**src/rtl/c_chan_pkg.sv**
```systemverilog
// c_chan_pkg
//   Shared types and helpers for the clocked-to-self-timed channel arbiter.
//   - cc_state_t : handshake sequencer states
//   - rr_pick    : round-robin selection, first valid index after a pointer
package c_chan_pkg;

  typedef enum logic [1:0] {
    IDLE = 2'd0,
    RISE = 2'd1,
    FALL = 2'd2,
    ERR  = 2'd3
  } cc_state_t;

  // Widest requester vector rr_pick can accept; callers zero-extend into it.
  localparam int RR_MAX = 32;

  // Returns the first index i with valid[i]=1, searching ptr+1, ptr+2, ...
  // modulo n. Walking the distance downwards lets the nearest hit land last
  // and win. With nothing valid the pointer itself is returned; callers
  // only use the result when at least one bit is set.
  function automatic int rr_pick(input logic [RR_MAX-1:0] valid,
                                 input int ptr,
                                 input int n);
    int idx;
    rr_pick = ptr;
    for (int k = n; k >= 1; k--) begin
      idx = ptr + k;
      if (idx >= n) idx = idx - n;
      if (valid[idx]) rr_pick = idx;
    end
  endfunction

endpackage

```
**src/rtl/c_chan_arbiter_bit_sync.sv**
```systemverilog
// bit_sync
//   Flop-chain synchronizer for a single asynchronous level.
//   Ports:
//     clk   in  system clock
//     rst_n in  asynchronous active-low reset, clears every stage to 0
//     d     in  asynchronous input
//     q     out synchronized level, STAGES clocks behind d
module bit_sync #(
  parameter int STAGES = 2
) (
  input  logic clk,
  input  logic rst_n,
  input  logic d,
  output logic q
);

  logic [STAGES-1:0] sync_reg;

  always_ff @(posedge clk or negedge rst_n) begin
    if (!rst_n) begin
      sync_reg <= '0;
    end else begin
      sync_reg <= {sync_reg[STAGES-2:0], d};
    end
  end

  assign q = sync_reg[STAGES-1];

endmodule

```
**src/rtl/c_chan_arbiter.sv**
```systemverilog
// c_chan_arbiter
//   Round-robin arbiter feeding one four-phase (return-to-zero) asynchronous
//   channel from N_REQ synchronous requesters. The grantee's word is latched
//   onto ch_data and ch_req is raised; the returning ch_ack is synchronized
//   and the sequencer walks IDLE -> RISE -> FALL -> IDLE, or into ERR when an
//   ack edge fails to arrive within TIMEOUT cycles.
//   Ports:
//     clk, rst_n   clock, asynchronous active-low reset
//     req_valid    per-requester word pending
//     req_data     requester i word at [i*DATA_W +: DATA_W]
//     req_done     one-cycle pulse when requester i's transfer ends or drops
//     ch_req       four-phase request to the channel
//     ch_data      bundled data, held from grant until the handshake closes
//     ch_ack       asynchronous acknowledge from the C-element stage
//     busy         sequencer not in IDLE
//     grant_id     current / most recent grantee
//     timeout_err  one-cycle pulse when an ack edge timed out
module c_chan_arbiter
  import c_chan_pkg::*;
#(
  parameter int N_REQ       = 4,
  parameter int DATA_W      = 8,
  parameter int SYNC_STAGES = 2,
  parameter int TIMEOUT     = 255
) (
  input  logic                      clk,
  input  logic                      rst_n,
  input  logic [N_REQ-1:0]          req_valid,
  input  logic [N_REQ*DATA_W-1:0]   req_data,
  output logic [N_REQ-1:0]          req_done,
  output logic                      ch_req,
  output logic [DATA_W-1:0]         ch_data,
  input  logic                      ch_ack,
  output logic                      busy,
  output logic [$clog2(N_REQ)-1:0]  grant_id,
  output logic                      timeout_err
);

  localparam int GID_W = $clog2(N_REQ);
  // Wide enough to hold TIMEOUT-1; stays at least one bit when TIMEOUT is 0.
  localparam int CNT_W = $clog2(TIMEOUT + 2);

  cc_state_t          state_reg,       state_next;
  logic               ch_req_reg,      ch_req_next;
  logic [DATA_W-1:0]  ch_data_reg,     ch_data_next;
  logic [GID_W-1:0]   grant_reg,       grant_next;
  logic [GID_W-1:0]   ptr_reg,         ptr_next;
  logic [CNT_W-1:0]   cnt_reg,         cnt_next;
  logic [N_REQ-1:0]   done_reg,        done_next;
  logic               timeout_err_reg, timeout_err_next;

  logic               ack_s;
  logic [RR_MAX-1:0]  valid_ext;
  logic [GID_W-1:0]   pick_idx;
  logic               timeout_hit;

  bit_sync #(.STAGES(SYNC_STAGES)) u_ack_sync (
    .clk   (clk),
    .rst_n (rst_n),
    .d     (ch_ack),
    .q     (ack_s)
  );

  always_comb begin
    valid_ext                = '0;
    valid_ext[N_REQ-1:0]     = req_valid;
    pick_idx                 = GID_W'(rr_pick(valid_ext, int'(ptr_reg), N_REQ));
  end

  // Fires on the last permitted waiting cycle. It is checked only after the
  // awaited ack edge, so an edge arriving in the same cycle takes priority.
  assign timeout_hit = (TIMEOUT != 0) && (cnt_reg == CNT_W'(TIMEOUT - 1));

  always_comb begin
    state_next       = state_reg;
    ch_req_next      = ch_req_reg;
    ch_data_next     = ch_data_reg;
    grant_next       = grant_reg;
    ptr_next         = ptr_reg;
    cnt_next         = '0;
    done_next        = '0;
    timeout_err_next = 1'b0;

    case (state_reg)
      IDLE: begin
        ch_req_next = 1'b0;
        // A high ack_s here is a leftover from an interrupted handshake;
        // granting now would let that stale level close the new transfer.
        if ((|req_valid) && !ack_s) begin
          grant_next   = pick_idx;
          ptr_next     = pick_idx;
          ch_data_next = req_data[pick_idx*DATA_W +: DATA_W];
          ch_req_next  = 1'b1;
          state_next   = RISE;
        end
      end

      RISE: begin
        if (ack_s) begin
          ch_req_next = 1'b0;
          state_next  = FALL;
        end else if (timeout_hit) begin
          ch_req_next           = 1'b0;
          timeout_err_next      = 1'b1;
          done_next[grant_reg]  = 1'b1;
          state_next            = ERR;
        end else begin
          cnt_next = cnt_reg + CNT_W'(1);
        end
      end

      FALL: begin
        if (!ack_s) begin
          done_next[grant_reg] = 1'b1;
          state_next           = IDLE;
        end else if (timeout_hit) begin
          ch_req_next           = 1'b0;
          timeout_err_next      = 1'b1;
          done_next[grant_reg]  = 1'b1;
          state_next            = ERR;
        end else begin
          cnt_next = cnt_reg + CNT_W'(1);
        end
      end

      ERR: begin
        // Let the channel return to zero before anyone is granted again.
        ch_req_next = 1'b0;
        if (!ack_s) state_next = IDLE;
      end

      default: begin
        ch_req_next = 1'b0;
        state_next  = IDLE;
      end
    endcase
  end

  always_ff @(posedge clk or negedge rst_n) begin
    if (!rst_n) begin
      state_reg       <= IDLE;
      ch_req_reg      <= 1'b0;
      ch_data_reg     <= '0;
      grant_reg       <= '0;
      ptr_reg         <= GID_W'(N_REQ - 1);
      cnt_reg         <= '0;
      done_reg        <= '0;
      timeout_err_reg <= 1'b0;
    end else begin
      state_reg       <= state_next;
      ch_req_reg      <= ch_req_next;
      ch_data_reg     <= ch_data_next;
      grant_reg       <= grant_next;
      ptr_reg         <= ptr_next;
      cnt_reg         <= cnt_next;
      done_reg        <= done_next;
      timeout_err_reg <= timeout_err_next;
    end
  end

  assign ch_req      = ch_req_reg;
  assign ch_data     = ch_data_reg;
  assign grant_id    = grant_reg;
  assign req_done    = done_reg;
  assign timeout_err = timeout_err_reg;
  assign busy        = (state_reg != IDLE);

endmodule

```
**config.mk**
```make
export PLATFORM = sky130hd
export DESIGN_NAME = c_chan_arbiter
export DESIGN_NICKNAME = d
export VERILOG_FILES = /design/src/rtl/c_chan_pkg.sv /design/src/rtl/c_chan_arbiter_bit_sync.sv /design/src/rtl/c_chan_arbiter.sv
export SDC_FILE = /design/constraint.sdc
export NUM_CORES = 1
export LEC_CHECK = 0
export ABC_AREA = 1
export BUFFER_PORTS_ARGS = -buffer_cell sky130_fd_sc_hd__buf_2
export CAP_MARGIN = 20
export CORE_MARGIN = 8
export CORE_UTILIZATION = 35
export CTS_CLUSTER_DIAMETER = 100
export DETAILED_ROUTE_END_ITERATION = 8
export HOLD_SLACK_MARGIN = 0.12
export PLACE_DENSITY_LB_ADDON = 0.25
export SLEW_MARGIN = 5
export SYNTH_ARGS = -nofsm -noshare
export SYNTH_HDL_FRONTEND = slang
export SYNTH_SLANG_ARGS = --single-unit
```
**constraint.sdc**
```tcl
create_clock -name clk -period 2.9 [get_ports clk]
set_input_delay 0.58 -clock clk [delete_from_list [all_inputs] [get_ports clk]]
set_output_delay 0.58 -clock clk [all_outputs]
set_load 0.02 [all_outputs]
```
---- Word level (Yosys, flattened, before mapping) ----
Index checks and enable logic that the tools add are counted.
operators by class
  $add $sub $neg .......................... 9
  magnitude comparators ................... 10
  eq/ne operators ......................... 7
  shift operators ......................... 1
  mux-type cells .......................... 45
  reductions and logical operators ........ 8
operator list
  cell                 count
  $lt 32x7->1 const B  4
  $mux 32              4
  $shiftx 32x6->8      1
  $mux 9               3
  $bmux 1 s5           4
  $mux 2               9
  $pmux 9 s2           1
  $mux 1               16
  $mux 4               3
  $sub 3x3->4 const B  3
  $add 9x1->9 const B  1
  $eq 9x8->1 const B   1
  $ge 3x3->1 const B   3
  $pmux 2 s4           1
  $pmux 4 s2           1
  $add 2x2->3 const B  2
  $sub 4x3->5 const B  1
  $add 2x3->4 const B  1
  $eq 2x2->1 const B   2
  $ge 4x3->1 const B   1
  $ne 2x2->1 const B   2
  $pmux 1 s4           1
  $reduce_and 2->1     2
  $reduce_or 4->1      1
  other kinds (11)     12
storage, ports and cells
  register bits after elaboration ......... 31
  bits of input ports ..................... 39
  output and inout port bits .............. 17

---- Longest topological paths before layout ----
  word-level depth ........................ 11
  gate-level depth with buffers ........... 16
  mapped depth without buffers ............ 16

---- Modules after synthesis ----
A second synthesis with hierarchy kept.
unflattened totals
  cell total of the unflattened synthesis .. 293
  area, all modules ....................... 2043.2 um^2
by module, submodules not included
  module          instances  cells an instance  area each (um^2)  seq. area each (um^2)
  c_chan_arbiter  1          291                1993.2            728.2
  bit_sync        1          2                  50.0              50.0

---- Worst setup path after synthesis ----
Ideal clock, no wire load.
  path kind ............................... reg2reg
  from .................................... register ptr_reg[0]
  to ...................................... register ch_data_reg[3], in the netlist ch_data[3]
  library setup time ...................... 0.117 ns
  arrival ................................. 2.072 ns
  data required time ...................... 2.783 ns
  path slack .............................. 0.711 ns
  stages on the path, launching flop included .. 17
  buffers on the path ..................... 1
  path through ............................ dfstp_2 -> inv_2 -> ha_1 -> inv_1 -> nand3_1 -> inv_1 -> nor2_1 -> nand2_2 -> nand2_1 -> nand2_2 -> nand2_4 -> buf_6 -> nand2_1 -> nand3_1 -> nand2_1 -> nand2_1 -> nand2_1
between the ends
  longest elaborated chain between the ends .. 11
  elaborated cells between the ends (all ways) .. 33
RTL lines
  what                                        RTL line               source
  from (decl)                                 c_chan_arbiter.sv:47   logic [GID_W-1:0] ptr_reg, ptr_next;
  from (signal assigned)                      c_chan_arbiter.sv:145  ptr_reg <= GID_W'(N_REQ - 1);
  from (signal assigned)                      c_chan_arbiter.sv:154  ptr_reg <= ptr_next;
  $add 2x3->4                                 c_chan_pkg.sv:27       idx = ptr + k;
  $sub 4x3->5 or $ge 4x3->1 (tied branches)   c_chan_pkg.sv:28       if (idx >= n) idx = idx - n;
  $mux 32                                     c_chan_pkg.sv:28
  $bmux 1 s5                                  c_chan_pkg.sv:29       if (valid[idx]) rr_pick = idx;
  $mux 1 (implied by the code) (2 in series)  c_chan_pkg.sv:29
  $mux 2 (3 in series)                        c_chan_pkg.sv:29
  $mux 2 *                                    c_chan_pkg.sv:29
  $shiftx 32x6->8 *                           c_chan_arbiter.sv:92   ch_data_next = req_data[pick_idx*DATA_W +: DATA_W];
  to (signal assigned)                        c_chan_arbiter.sv:152  ch_data_reg <= ch_data_next;
  to (decl)                                   c_chan_arbiter.sv:45   logic [DATA_W-1:0] ch_data_reg, ch_data_next;
Every way passes the cells marked *; elsewhere a longest branch is shown, timed or not. The select of a mux whose other input is x is not followed.
A chain may end at the register's enable or synchronous reset.

---- Worst setup path in the final report ----
  from .................................... register ptr_reg[0]
  to ...................................... register ch_data_reg[6], in the netlist ch_data[6]
Same word-level chain as after synthesis.

==> metrics <==
input/output buffers 55; Remaining DRCs 0; Die X roughly 92 um; worst reg2reg path endpoint ch_data[6]$_DFFE_PN0P_; fin nets 398; Post-Synthesis Cell Area 2044 um^2; hold crit path type input pin to async pin; Tcrit/Tclk final 88.03%; n_diodes 0; Sw Share 51.34%; post-cts resize count 0; Die Ht just over 90 um; first-pass GRT wire length 8004 um; CTS buffer count 5; initial antenna violation count 0; via count approximately 1900; Mapped Cells 288; 1st-pass router iterations 4; hold buffers post-CTS 0; IO Count 56; die area 8543 um^2; Comb power frac 63.0%; DRT Wirelength between 4000 and 5000 um; Switching Power ~1.4 mW; GRT Overall Usage 11.44%; R2R setup slack between 300 and 400 ps; detailed placement HPWL 3743 um; crit path time final 2553 ps; fraction of layout instances using a drive strength above 1 a little under a quarter; Iteration-0 DRC Markers 64; GRT Residual Overflow 0; yosys warns 0; Clock Tree Root clkbuf_8; Reg2Reg Launch Point ptr_reg[0]$_DFFE_PN1P_; cell area power density roughly 1100 nW/um^2; Seq pwr share 23.6%; Largest register FFs 9; post-layout util 43.18%; unrepaired setup endpoints after global routing no; Post-CTS Setup Bufs 0; clk slew on worst S/H paths around 70 ps; # setup viols final 0; measured slew at the worst slew-check pin 687.9 ps; CP endpoint kind flip-flop; Avg WL per Cell between 10 and 15 um; setup TNS 0 ps; RD Place Congestion ~0.79; Max Cap Violations 0; H-tree lvl count 2; # clock sinks 31; type of the worst setup path flip-flop to flip-flop; Layout fillers 603; Syn Nets between 300 and 400; largest net degree at the start of global routing 32; core area slightly below 6000 um^2; Mean Syn Cell Area approximately 7.1 um^2; Max Freq 391.7 MHz; Clock Power Share 13.4%; leakage power approximately 1.4 nW; Cell Rows 28; Worst Path Arrival 2730 ps; Worst VDD drop 682.5 uV; CTS tree done; routed vias/inst 4.532; Starting Density 35.37%; Placed Instances 415; Worst slew margin a little over half; vias in the first global route 1845; Crit Path Max Fanout 18; library cells used by synthesis 28; CTS Buffer Depth 2; outcome completed; Final Slew Violations 0; P_int about 1.4 mW; R2R cell count 14; Routed Antenna Nets 0; Startpoint Class flip-flop; clk_skew 8.774 ps; required time of the critical path approximately 3000 ps; Seq cells post-synth 31; clk_lat worst skew 280 ps; Seq/Total Area, Yosys 38.07%; Finished Layout Cells 423; total power 2.789 mW; final hold violations 0; area grow syn2layout 22.09%
[synth_stat cells]
master	count	area, um^2
a32o_1	1	10.01
nand2_4	1	11.26
nand3_1	37	185.2
or2_2	1	6.260
nand4_1	1	6.260
inv_2	2	7.510
inv_1	52	195.2
xor2_1	2	17.52
buf_6	1	11.26
nor4_1	2	12.51
nand3b_1	6	45.04
dfstp_2	2	52.55
a31oi_1	1	6.260
clkinv_1	1	3.750
nand3_2	4	40.04
nand2_2	6	37.54
a211oi_1	1	7.510
dfrtp_1	29	725.7
xnor2_1	1	8.760
ha_1	12	150.1
nand2_1	83	311.6
buf_4	1	7.510
nor3_1	4	20.02
buf_2	2	10.01
o21ai_0	9	45.04
a41oi_1	1	8.760
nor2_1	19	71.32
a21oi_1	6	30.03
[placed cells by master, fill, tap and decap left out]
| master | n |
|---|---|
| ha_1 | 12 |
| buf_4 | 1 |
| clkinvlp_4 | 1 |
| nor2_1 | 19 |
| inv_2 | 2 |
| nand2_1 | 83 |
| a32o_1 | 1 |
| nand3_2 | 4 |
| clkinv_1 | 1 |
| a31oi_1 | 1 |
| nand3b_1 | 6 |
| nand2_4 | 1 |
| xor2_1 | 2 |
| xnor2_1 | 1 |
| nand3_1 | 37 |
| inv_1 | 52 |
| a211oi_1 | 1 |
| nand4_1 | 1 |
| nor3_1 | 4 |
| dfrtp_1 | 29 |
| clkbuf_8 | 7 |
| a41oi_1 | 1 |
| or2_2 | 1 |
| a21oi_1 | 6 |
| dfstp_2 | 2 |
| o21ai_0 | 9 |
| nand2_2 | 6 |
| buf_2 | 55 |
| nor4_1 | 2 |
[per-stage QoR]
stage	instance area (um^2)	setup WS, ps	hold WS, ps
2_1_floorplan	2044	711.4	284.4
3_3_place_gp	2392	432.6	398.2
3_5_place_dp	2392	358.5	405.3
4_1_cts	2496	347.3	354.6
5_1_grt	2496	77.45	387.9
6_report	2496	347.2	340.2
[critical path, cell delays in order, from the launching register on]
cell	delay (ps)
dfstp_2	640
inv_2	120
ha_1	390
inv_1	120
nand3_1	110
inv_1	60
nor2_1	50
nand2_2	60
nand3_2	290
nand2_4	290
nand2_1	70
nand3_1	80
nand2_1	70
nand2_1	50
nand2_1	40
[layer usage]
metal  part of all wire [%]  up-vias  GRT usage [%]  wire length (um)
li1                       -     1012              -                 -
met5                      0        -              0                 0
met4                    1.7        0          5.101                79
met2                     44       57          17.76              2084
met3                    7.8        6          4.693               373
met1                     47      842          13.57              2226
[cell families after synthesis]
family,count (synthesis),share of synthesized area (%)
adder cells (fa/ha/maj),12,7.344
AO/OA/AOI/OAI,19,5.263
XOR/XNOR,3,1.285
buffers and inverters,59,11.51
AND/OR/NAND/NOR,164,36.54
flip-flops,31,38.07
[power groups by stage]
stage / logic [mW] / registers (mW) / clock network, mW
2_1_floorplan: 1.35 / 0.733 / 0
3_3_place_gp: 1.75 / 0.669 / 0
3_5_place_dp: 1.76 / 0.666 / 0
4_1_cts: 1.77 / 0.661 / 0.389
5_1_grt: 2.02 / 0.677 / 0.409
6_report: 1.76 / 0.658 / 0.374
[worst max-delay path by stage]
stage / from / to / slack [ps]
after floorplan: ptr_reg[0]$_DFFE_PN1P_ / ch_data[3]$_DFFE_PN0P_ / 710
after global placement: ptr_reg[0]$_DFFE_PN1P_ / ch_data[3]$_DFFE_PN0P_ / 430
after detailed placement: ptr_reg[0]$_DFFE_PN1P_ / ch_data[2]$_DFFE_PN0P_ / 360
after CTS: ptr_reg[0]$_DFFE_PN1P_ / ch_data[6]$_DFFE_PN0P_ / 350
after global routing: ptr_reg[0]$_DFFE_PN1P_ / ch_data[2]$_DFFE_PN0P_ / 80
final: ptr_reg[0]$_DFFE_PN1P_ / ch_data[6]$_DFFE_PN0P_ / 350
[cell type report]
class	instances	area, um^2	area share, %
clock buffer	7	96.34	3.860
clock inverter	1	7.507	0.3008
inverter	55	206.4	8.271
multi-input combinational	198	1031	41.30
sequential	31	778.2	31.18
tap	75	93.84	3.759
timing repair buffer	56	282.8	11.33
No activity file was read; power rests on OpenSTA's default activity.
